`src/rtl/histo_pkg.sv`:
```
// -----------------------------------------------------------------------------
// histo_pkg
// Shared constants for the photon histogram logger:
//   - stream word constants (frame header, channel tag, terminator)
//   - FSM state encoding
//   - byte_swap helper used when a bin value is placed on the stream
// No ports (package).
// -----------------------------------------------------------------------------
package histo_pkg;

   localparam logic [15:0] WORD_HEADER = 16'hFEED;
   localparam logic [15:0] WORD_CHAN   = 16'hCA00;
   localparam logic [15:0] WORD_TERMIN = 16'h0FED;

   localparam logic [2:0] ST_IDLE   = 3'd0;
   localparam logic [2:0] ST_HEADER = 3'd1;
   localparam logic [2:0] ST_CHAN   = 3'd2;
   localparam logic [2:0] ST_STREAM = 3'd3;
   localparam logic [2:0] ST_TERMIN = 3'd4;

   function automatic logic [15:0] byte_swap(input logic [15:0] w);
      return {w[7:0], w[15:8]};
   endfunction

endpackage

```
`src/rtl/histo_bin.sv`:
```
// -----------------------------------------------------------------------------
// histo_bin
// One histogram bin: saturating live counter plus snapshot register.
// Ports:
//   clk_i       clock
//   reset_ni    asynchronous active-low reset
//   inc_i       count one event at this edge
//   clear_i     zero the live counter (wins over everything else)
//   snap_i      copy the pre-edge live value into the snapshot register
//   snap_clr_i  restart the live counter from zero (plus this edge's event)
//   snap_o      snapshot value
//   at_max_o    live counter is at its saturation value
// -----------------------------------------------------------------------------
module histo_bin
   import histo_pkg::*;
#(
   parameter int BINW = 16
) (
   input  logic            clk_i,
   input  logic            reset_ni,
   input  logic            inc_i,
   input  logic            clear_i,
   input  logic            snap_i,
   input  logic            snap_clr_i,
   output logic [BINW-1:0] snap_o,
   output logic            at_max_o
);

   localparam logic [BINW-1:0] CNT_MAX = '1;

   logic [BINW-1:0] live_q, live_d;
   logic [BINW-1:0] snap_q, snap_d;

   assign at_max_o = (live_q == CNT_MAX);
   assign snap_o   = snap_q;

   // A snapshot-clear still keeps the event arriving on the same edge,
   // so no photon is lost across frames.
   always_comb begin
      live_d = live_q;
      if (clear_i) begin
         live_d = '0;
      end else if (snap_clr_i) begin
         live_d = inc_i ? BINW'(1) : '0;
      end else if (inc_i && !at_max_o) begin
         live_d = live_q + BINW'(1);
      end
   end

   always_comb begin
      snap_d = snap_q;
      if (snap_i) begin
         snap_d = live_q;
      end
   end

   always_ff @(posedge clk_i or negedge reset_ni) begin
      if (!reset_ni) begin
         live_q <= '0;
         snap_q <= '0;
      end else begin
         live_q <= live_d;
         snap_q <= snap_d;
      end
   end

endmodule

```
`src/rtl/histo_logger.sv`:
```
// -----------------------------------------------------------------------------
// histo_logger
// Multi-channel photon arrival histogram with zero-dead-time snapshot and a
// 16-bit framed stream output with backpressure.
// Ports:
//   clk_i      clock
//   reset_ni   asynchronous active-low reset
//   photon_i   latched photon bits, channel c bin b at c*NBINS+b
//   sync_i     accumulate strobe
//   mode_i     0 = clear on snapshot, 1 = cumulative
//   clear_i    synchronous clear of live counters, sat_o, ovr_o
//   start_i    snapshot-and-stream request
//   full_i     downstream full
//   data_o     stream word (0 when wr_o is low)
//   wr_o       stream word valid
//   busy_o     frame in progress
//   sat_o      sticky: a live counter saturated
//   ovr_o      sticky: a start request was dropped while busy
// Frame: FEED, then per channel CA00|c followed by NBINS byte-swapped bins,
// then 0FED.
// -----------------------------------------------------------------------------
module histo_logger
   import histo_pkg::*;
#(
   parameter int NCH   = 2,
   parameter int NBINS = 26,
   parameter int BINW  = 16
) (
   input  logic                 clk_i,
   input  logic                 reset_ni,
   input  logic [NCH*NBINS-1:0] photon_i,
   input  logic                 sync_i,
   input  logic                 mode_i,
   input  logic                 clear_i,
   input  logic                 start_i,
   input  logic                 full_i,
   output logic [15:0]          data_o,
   output logic                 wr_o,
   output logic                 busy_o,
   output logic                 sat_o,
   output logic                 ovr_o
);

   localparam int NW = NCH * NBINS;
   localparam int CW = (NCH > 1) ? $clog2(NCH) : 1;
   localparam int BW = $clog2(NBINS);
   localparam int IW = $clog2(NW);

   logic [NW-1:0]   photon_q;
   logic            sync_q;

   logic [2:0]      state_q, state_d;
   logic [CW-1:0]   chan_q, chan_d;
   logic [BW-1:0]   bin_q, bin_d;
   logic [15:0]     data_q, data_d;
   logic            wr_q, wr_d;
   logic            sat_q, sat_d;
   logic            ovr_q, ovr_d;

   logic            snap_take;
   logic            snap_clr;
   logic [BINW-1:0] snap_w [NW];
   logic [NW-1:0]   at_max_w;
   logic [IW-1:0]   sel_idx;
   logic [15:0]     sel_word;

   // Snapshot happens on the accepting edge itself, independent of full_i.
   assign snap_take = start_i && (state_q == ST_IDLE);
   assign snap_clr  = snap_take && !mode_i;

   always_ff @(posedge clk_i or negedge reset_ni) begin
      if (!reset_ni) begin
         photon_q <= '0;
         sync_q   <= 1'b0;
      end else begin
         photon_q <= photon_i;
         sync_q   <= sync_i;
      end
   end

   for (genvar gi = 0; gi < NW; gi++) begin : g_bin
      histo_bin #(
         .BINW (BINW)
      ) u_bin (
         .clk_i      (clk_i),
         .reset_ni   (reset_ni),
         .inc_i      (sync_q & photon_q[gi]),
         .clear_i    (clear_i),
         .snap_i     (snap_take),
         .snap_clr_i (snap_clr),
         .snap_o     (snap_w[gi]),
         .at_max_o   (at_max_w[gi])
      );
   end

   assign sel_idx  = IW'(int'(chan_q) * NBINS + int'(bin_q));
   assign sel_word = byte_swap(16'(snap_w[sel_idx]));

   always_comb begin
      state_d = state_q;
      chan_d  = chan_q;
      bin_d   = bin_q;
      data_d  = '0;
      wr_d    = 1'b0;
      case (state_q)
         ST_IDLE: begin
            if (start_i) begin
               state_d = ST_HEADER;
               chan_d  = '0;
               bin_d   = '0;
            end
         end
         ST_HEADER: begin
            if (!full_i) begin
               data_d  = WORD_HEADER;
               wr_d    = 1'b1;
               state_d = ST_CHAN;
            end
         end
         ST_CHAN: begin
            if (!full_i) begin
               data_d  = WORD_CHAN | 16'(chan_q);
               wr_d    = 1'b1;
               bin_d   = '0;
               state_d = ST_STREAM;
            end
         end
         ST_STREAM: begin
            if (!full_i) begin
               data_d = sel_word;
               wr_d   = 1'b1;
               if (bin_q == BW'(NBINS - 1)) begin
                  bin_d = '0;
                  if (chan_q == CW'(NCH - 1)) begin
                     state_d = ST_TERMIN;
                  end else begin
                     chan_d  = chan_q + CW'(1);
                     state_d = ST_CHAN;
                  end
               end else begin
                  bin_d = bin_q + BW'(1);
               end
            end
         end
         ST_TERMIN: begin
            if (!full_i) begin
               data_d  = WORD_TERMIN;
               wr_d    = 1'b1;
               state_d = ST_IDLE;
            end
         end
         default: begin
            state_d = ST_IDLE;
         end
      endcase
   end

   // Clear wins over a same-cycle saturation or dropped start.
   always_comb begin
      sat_d = sat_q | (|at_max_w);
      ovr_d = ovr_q | (start_i && (state_q != ST_IDLE));
      if (clear_i) begin
         sat_d = 1'b0;
         ovr_d = 1'b0;
      end
   end

   always_ff @(posedge clk_i or negedge reset_ni) begin
      if (!reset_ni) begin
         state_q <= ST_IDLE;
         chan_q  <= '0;
         bin_q   <= '0;
         data_q  <= '0;
         wr_q    <= 1'b0;
         sat_q   <= 1'b0;
         ovr_q   <= 1'b0;
      end else begin
         state_q <= state_d;
         chan_q  <= chan_d;
         bin_q   <= bin_d;
         data_q  <= data_d;
         wr_q    <= wr_d;
         sat_q   <= sat_d;
         ovr_q   <= ovr_d;
      end
   end

   assign data_o = data_q;
   assign wr_o   = wr_q;
   assign busy_o = (state_q != ST_IDLE);
   assign sat_o  = sat_q;
   assign ovr_o  = ovr_q;

endmodule

```
`config.mk`:
```
export PLATFORM = sky130hd
export DESIGN_NAME = histo_logger
export DESIGN_NICKNAME = d
export VERILOG_FILES = /design/src/rtl/histo_pkg.sv /design/src/rtl/histo_bin.sv /design/src/rtl/histo_logger.sv
export SDC_FILE = /design/constraint.sdc
export NUM_CORES = 2
export LEC_CHECK = 0
export ABC_AREA = 1
export BUFFER_PORTS_ARGS = -buffer_cell sky130_fd_sc_hd__buf_2
export CORE_MARGIN = 2
export CORE_UTILIZATION = 50
export CTS_CLUSTER_SIZE = 14
export DETAILED_ROUTE_END_ITERATION = 6
export MAX_ROUTING_LAYER = met4
export PLACE_DENSITY = 0.65
export SLEW_MARGIN = 15
export SYNTH_ARGS = -nofsm -noshare
export SYNTH_HDL_FRONTEND = slang
export SYNTH_SLANG_ARGS = --single-unit
```
`constraint.sdc`:
```
create_clock -name clk_i -period 3 [get_ports clk_i]
set_clock_uncertainty 0.05 [all_clocks]
set_input_delay 0.15 -clock clk_i [delete_from_list [all_inputs] [get_ports clk_i]]
set_output_delay 0.15 -clock clk_i [all_outputs]
set_load 0.02 [all_outputs]
```
# --- Yosys cells after proc, flatten, opt, wreduce, memory -nomap -nowiden ---
# Index checks and enable logic that the tools add are counted.
op_classes:
  add_sub_neg: 55
  n_mul: 1
  n_div: 0
  n_lt_le_gt_ge: 1
  eq_ne: 63
  shifts: 0
  muxes: 238
  bitwise: 55
  reduce_logical: 169
op_table:
  columns: ["op", "count"]
  rows:
  - ["$mux 16", 161]
  - ["$add 16x1->16 const B", 52]
  - ["$eq 16x16->1 const B", 52]
  - ["$reduce_bool 3->1", 54]
  - ["$bmux 16 s6", 1]
  - ["$pmux 16 s4", 1]
  - ["$mux 1", 60]
  - ["$logic_and 1x1->1", 55]
  - ["$logic_not 1->1", 53]
  - ["$and 1x1->1", 52]
  - ["$reduce_or 52->1", 1]
  - ["$mux 3", 7]
  - ["$mux 5", 4]
  - ["$pmux 3 s5", 1]
  - ["$pmux 5 s3", 1]
  - ["$mux 12", 1]
  - ["$ne 2x2->1 const B", 6]
  - ["$reduce_and 4->1", 2]
  - ["$ge 7x7->1 const B", 1]
  - ["$not 6->7", 1]
  - ["$add 6x5->6", 1]
  - ["$eq 3x2->1 const B", 2]
  - ["$reduce_and 6->1", 1]
  - ["$add 5x1->5 const B", 1]
  - ["10 further kinds", 11]
word_totals:
  regBits: 1745
  latch_bits: 0
  ram_bits: 0
  romBits: 0
  in_bits: 59
  out_inout_bits: 20
  n_memories: 0

# --- Longest topological paths before layout ---
depth:
  ltp_word: 8
  ltp_mapped: 14
  depth_no_buf: 13

# --- By module ---
# A second synthesis with hierarchy kept.
unflattened:
  hier_cells: 12730
  hier_area_um2: 95900.7
modules_own_cells:
  columns: ["module", "n_inst", "cells_each", "area_each_um2", "seq_area_each_um2"]
  rows:
  - ["histo_bin", 52, 202, 1625.3, 800.8]
  - ["histo_logger", 1, 2226, 11384.7, 2026.9]

# --- Least setup slack after synthesis ---
# Ideal clock, no wire load.
synth_path:
  path_kind: "reg2reg"
  startpoint: "register chan_q"
  endpoint: "register data_q[2], in the netlist data_o[2]"
  t_arrival_ns: 2.125
  slack_ns: 0.671
  stages_incl_launch_ff: 13
  synth_period_minus_slack_ns: 2.329
  cell_sequence: "dfrtp_1 -> ha_1 -> ha_1 -> clkinv_1 -> nor2_1 -> inv_1 -> clkbuf_1 -> a21oi_1 -> nor2_1 -> nand2_1 -> nand3_1 -> nand2_1 -> a21oi_1"
synth_between:
  elab_chain_cells: 8
synth_lines:
  columns: ["item", "line", "source"]
  rows:
  - ["start: declaration", "histo_logger.sv:53", "logic [CW-1:0] chan_q, chan_d;"]
  - ["start signal: assignment", "histo_logger.sv:179", "chan_q <= chan_d;"]
  - ["$mul 1x4->5", "histo_logger.sv:96", "assign sel_idx = IW'(int'(chan_q) * NBINS + int'(bin_q));"]
  - ["$add 6x5->6", "histo_logger.sv:96", null]
  - ["$not 6->7 (not written as such)", "histo_logger.sv:97", "assign sel_word = byte_swap(16'(snap_w[sel_idx]));"]
  - ["$bmux 16 s6", "histo_logger.sv:97", null]
  - ["$mux 16 (not written as such) (2 in a row)", "histo_logger.sv:97", null]
  - ["$mux 16", "histo_logger.sv:129", "if (!full_i) begin"]
  - ["$pmux 16 s4", "histo_logger.sv:105", "case (state_q)"]
  - ["via data_d[2]", "histo_logger.sv:55", "logic [15:0] data_q, data_d;"]
  - ["end signal: assignment", "histo_logger.sv:181", "data_q <= data_d;"]
  - ["end: declaration", "histo_logger.sv:55", null]
# The timed path passes the listed nets, and every way through them passes these cells. The select of a mux whose other input is x is not followed.
# A chain may end at the register's enable or synchronous reset.

# --- Worst setup path in the final report ---
layout_path:
  startpoint: "register bin_q[0]"
  endpoint: "register data_q[7], in the netlist data_o[7]"
layout_between:
  elab_chain_cells: 7
layout_lines:
  columns: ["item", "line", "source"]
  rows:
  - ["start: declaration", "histo_logger.sv:54", "logic [BW-1:0] bin_q, bin_d;"]
  - ["start signal: assignment", "histo_logger.sv:180", "bin_q <= bin_d;"]
  - ["$add 6x5->6", "histo_logger.sv:96", null]
  - ["$not 6->7 (not written as such)", "histo_logger.sv:97", null]
  - ["$bmux 16 s6", "histo_logger.sv:97", null]
  - ["$mux 16 (not written as such) (2 in a row)", "histo_logger.sv:97", null]
  - ["$mux 16", "histo_logger.sv:129", null]
  - ["$pmux 16 s4", "histo_logger.sv:105", null]
  - ["via data_d[7]", "histo_logger.sv:55", null]
# The timed path passes the listed nets, and every way through them passes these cells. The select of a mux whose other input is x is not followed.

==> results_dict.tcl <==
set metrics [dict create \
    yosys.cell_types.count 56 \
    drc_errors 0 \
    cp_common_cell "nand2_1" \
    dp_slack_ns -0.339 \
    pin_count 79 \
    h-tree-depth 4 \
    numPortBuffers 78 \
    postLayoutCoreUtil_pct 56.8 \
    cts_tree "yes" \
    rrSetupSlack_ns 0.02 \
    maxSlewHeadroom_pct 20.0 \
    drtPass1Iterations 6 \
    critPathMaxStageDelay_ns 0.62 \
    fin_ws_ns 0.0153 \
    report.final.setup_viol 0 \
    r2r-start "bin_q[0]" \
    seq_area_sq_um 43700 \
    drv_slew 0 \
    root_buffer "clkbuf_16" \
    dpl.hpwl_mm 186 \
    synth_edf_count 0 \
    num_rows 152 \
    dieWidth_um 419 \
    final.min_clock_period_ns 2.98 \
    area_growth_pct 13.2 \
    via_per_inst 5.58 \
    cellPowerDensity_nw_per_um2 659 \
    drv_cap 0 \
    syn-cell-area_sq_um 86000 \
    synth_top_area_cell "dfrtp_1" \
    cts.sinks 1745 \
    multi_input_area_sq_um 35700 \
    globalRouteOverflowTotal 0 \
    postSynthCellCount 11200 \
    fillers 16000 \
    antenna_found_initial 2 \
    synth_flop_cell "dfrtp_1" \
    layout_commonest_cell "nand2_1" \
    worst_slew_pin_slew_ns 1.20 \
    cts-buffers-inserted 189 \
    grt_max_degree 286 \
    ys_top_cells_by_area "dfrtp_1 51%, nand2_1 12%, o21ai_0 9.2%" \
    finalPower_mw 64.2 \
    clk_pin_slew_ns 0.06 \
    vdd_drop_max_mv 0.659 \
    via_count 76900 \
    synth_top_area_share_pct 50.8 \
    place_congestion 0.959 \
    num-nets-final 11400 \
    yosys_warnings 0 \
    critPathKind "flip-flop to flip-flop" \
    antenna_left 0 \
    worstSetupStartpoint "bin_q[0]" \
    rsz0062_at_grt "no" \
    drive_gt1_share_pct 6.02 \
    grt_pass1_vias 73300 \
    drt-total-wl_mm 266 \
    fin_crit_sh_pct 99.5 \
    status "complete, no violations" \
    dieArea_sq_um 175000 \
    drtIter0Drc 7317 \
    hold_violations 0 \
    startpoint_type "flip-flop" \
    hp-class "input port to asynchronous set/reset pin" \
    ys_async_sr_fraction_pct 100 \
    die_h_um 419 \
    crit_required_ns 3.71 \
    total_leakage_power_nw 41.5 \
    critPathMaxFanout 33 \
    grt_pass1_wl_mm 419 \
    layout_common_cells "2,659 x nand2_1, 1,743 x dfrtp_1, 1,577 x o21ai_0" \
    critPathSlowestCell "dfrtp_4" \
    endpoint_kind "flip-flop" \
    grt_util_all_layers_pct 31.2 \
    fmax_ghz 0.335 \
    design.core.area_sq_um 171000 \
    yosysSeqAreaShare_pct 50.8 \
    cp_data_arrival_time_ns 3.69 \
    wire_per_inst_um 19.3 \
    start_util_pct 50.2 \
    clockBufferDepth 3 \
    synth-seq-cells 1745 \
    insertion_delay_ns 0.86 \
    crit_chain "inv_4 -> buf_12 -> nand2_1 -> nand3_1 -> nand2_1 -> nand2_1 -> nand2_1 -> nor2_1 -> nand2_1 -> nand3_1 -> nand2_1 -> a21oi_1" \
    syn_avg_cell_area_sq_um 7.69 \
    synth_nets 11300 \
]
## through the flow
step | hold WS [ns] | area, sq um | TNS (ns) | instances
2_1_floorplan | -0.196 | 86000 | 0 | 11200
3_3_place_gp | 0.0408 | 89800 | -0.958 | 13300
3_5_place_dp | 0.0367 | 89800 | -1.22 | 13300
4_1_cts | 0.0136 | 97400 | 0 | 13800
5_1_grt | 0.0351 | 97400 | 0 | 13800
6_report | 0.0333 | 97400 | 0 | 13800
## metal layers
| metal | part of all wire [%] | track usage (%) | up-vias |
|---|---|---|---|
| met3 | 5.8 | 3.72 | 501 |
| met1 | 45 | 43.3 | 37000 |
| met2 | 45 | 47.1 | 2398 |
| li1 | - | - | 37000 |
| met4 | 4.4 | 12.1 | 0 |
| met5 | 0 | - | - |
## layout make-up
| cell class | instances | share of cell area (%) |
|---|---|---|
| Tap cell | 2310 | 2.97 |
| Timing Repair Buffer | 413 | 4.08 |
| Clock buffer | 265 | 5.74 |
| Sequential cell | 1745 | 44.8 |
| Multi-Input combinational cell | 7705 | 36.6 |
| Inverter | 1249 | 4.85 |
| Antenna cell | 3 | 0.00771 |
| Clock inverter | 80 | 0.879 |
## cells by family after synthesis
group / Yosys count / synth area share [%]
buf+inv: 1739 / 7.86
compound gates: 2827 / 17.2
flops: 1745 / 50.8
simple gates: 4764 / 22.7
fa+ha+maj: 58 / 0.844
xor+xnor: 56 / 0.570
## worst paths after layout
path / cells after the start / to
max reg2reg: 12 / data_o[7]
max: 12 / data_o[7]
min in group clk_i: 5 / g_bin[22].u_bin.live_q[13]
min: 3 / g_bin[41].u_bin.snap_o[14]
max in group asynchronous: 4 / g_bin[26].u_bin.live_q[11]
min reg2reg: 2 / g_bin[42].u_bin.snap_o[9]
## power breakdown
group          internal, mW  switching [mW]
Combinational          3.64            10.9
Clock                  14.1            10.0
Sequential             24.7           0.944
## flip-flops by register name, summed over array words and instances (netlist names)
signal and cells:
sync_q 1, wr_o 1, photon_q 52, ovr_o 1, chan_q 1, g_bin.u_bin.live_q 832, bin_q 5, data_o 16
state_q 3, g_bin.u_bin.snap_o 832, sat_o 1
## critical path, delay by kind of cell (launching register included)
family,cells,cell delay (ns)
AOI/OAI and AO/OA,1,0.13
and+or+nand+nor,9,1.45
DFF,1,0.62
buffers and inverters,2,0.62
## what timing repair did
item,4_1_cts,5_1_grt
gates resized for setup,6,5
hold endpoints to repair,1703,0
cloned,0,0
setup endpoints to repair,8,6
hold buffers,111,0
buffers inserted,0,0
## cell usage after synthesis (all sizes together) (3+ instances only)
library cell and n:
clkinv 6, a211oi 31, nand2 2667, o41ai 5
xnor2 7, a31oi 46, nand3 524, inv 1243
nor3 280, o2111ai 10, o211a 6, dfrtp 1745
or2 5, o221ai 7, o22ai 6, a221oi 4
o21a 53, nor4 34, nand3b 6, nor3b 12
nor2 1072, ha 58, buf 180, xor2 49
nand4 151, o21ai 1590, and3 8, and2 3
a22oi 16, a21oi 967, o31ai 10, clkbuf 310
o211ai 62
Power figures use the tool's default switching activity.
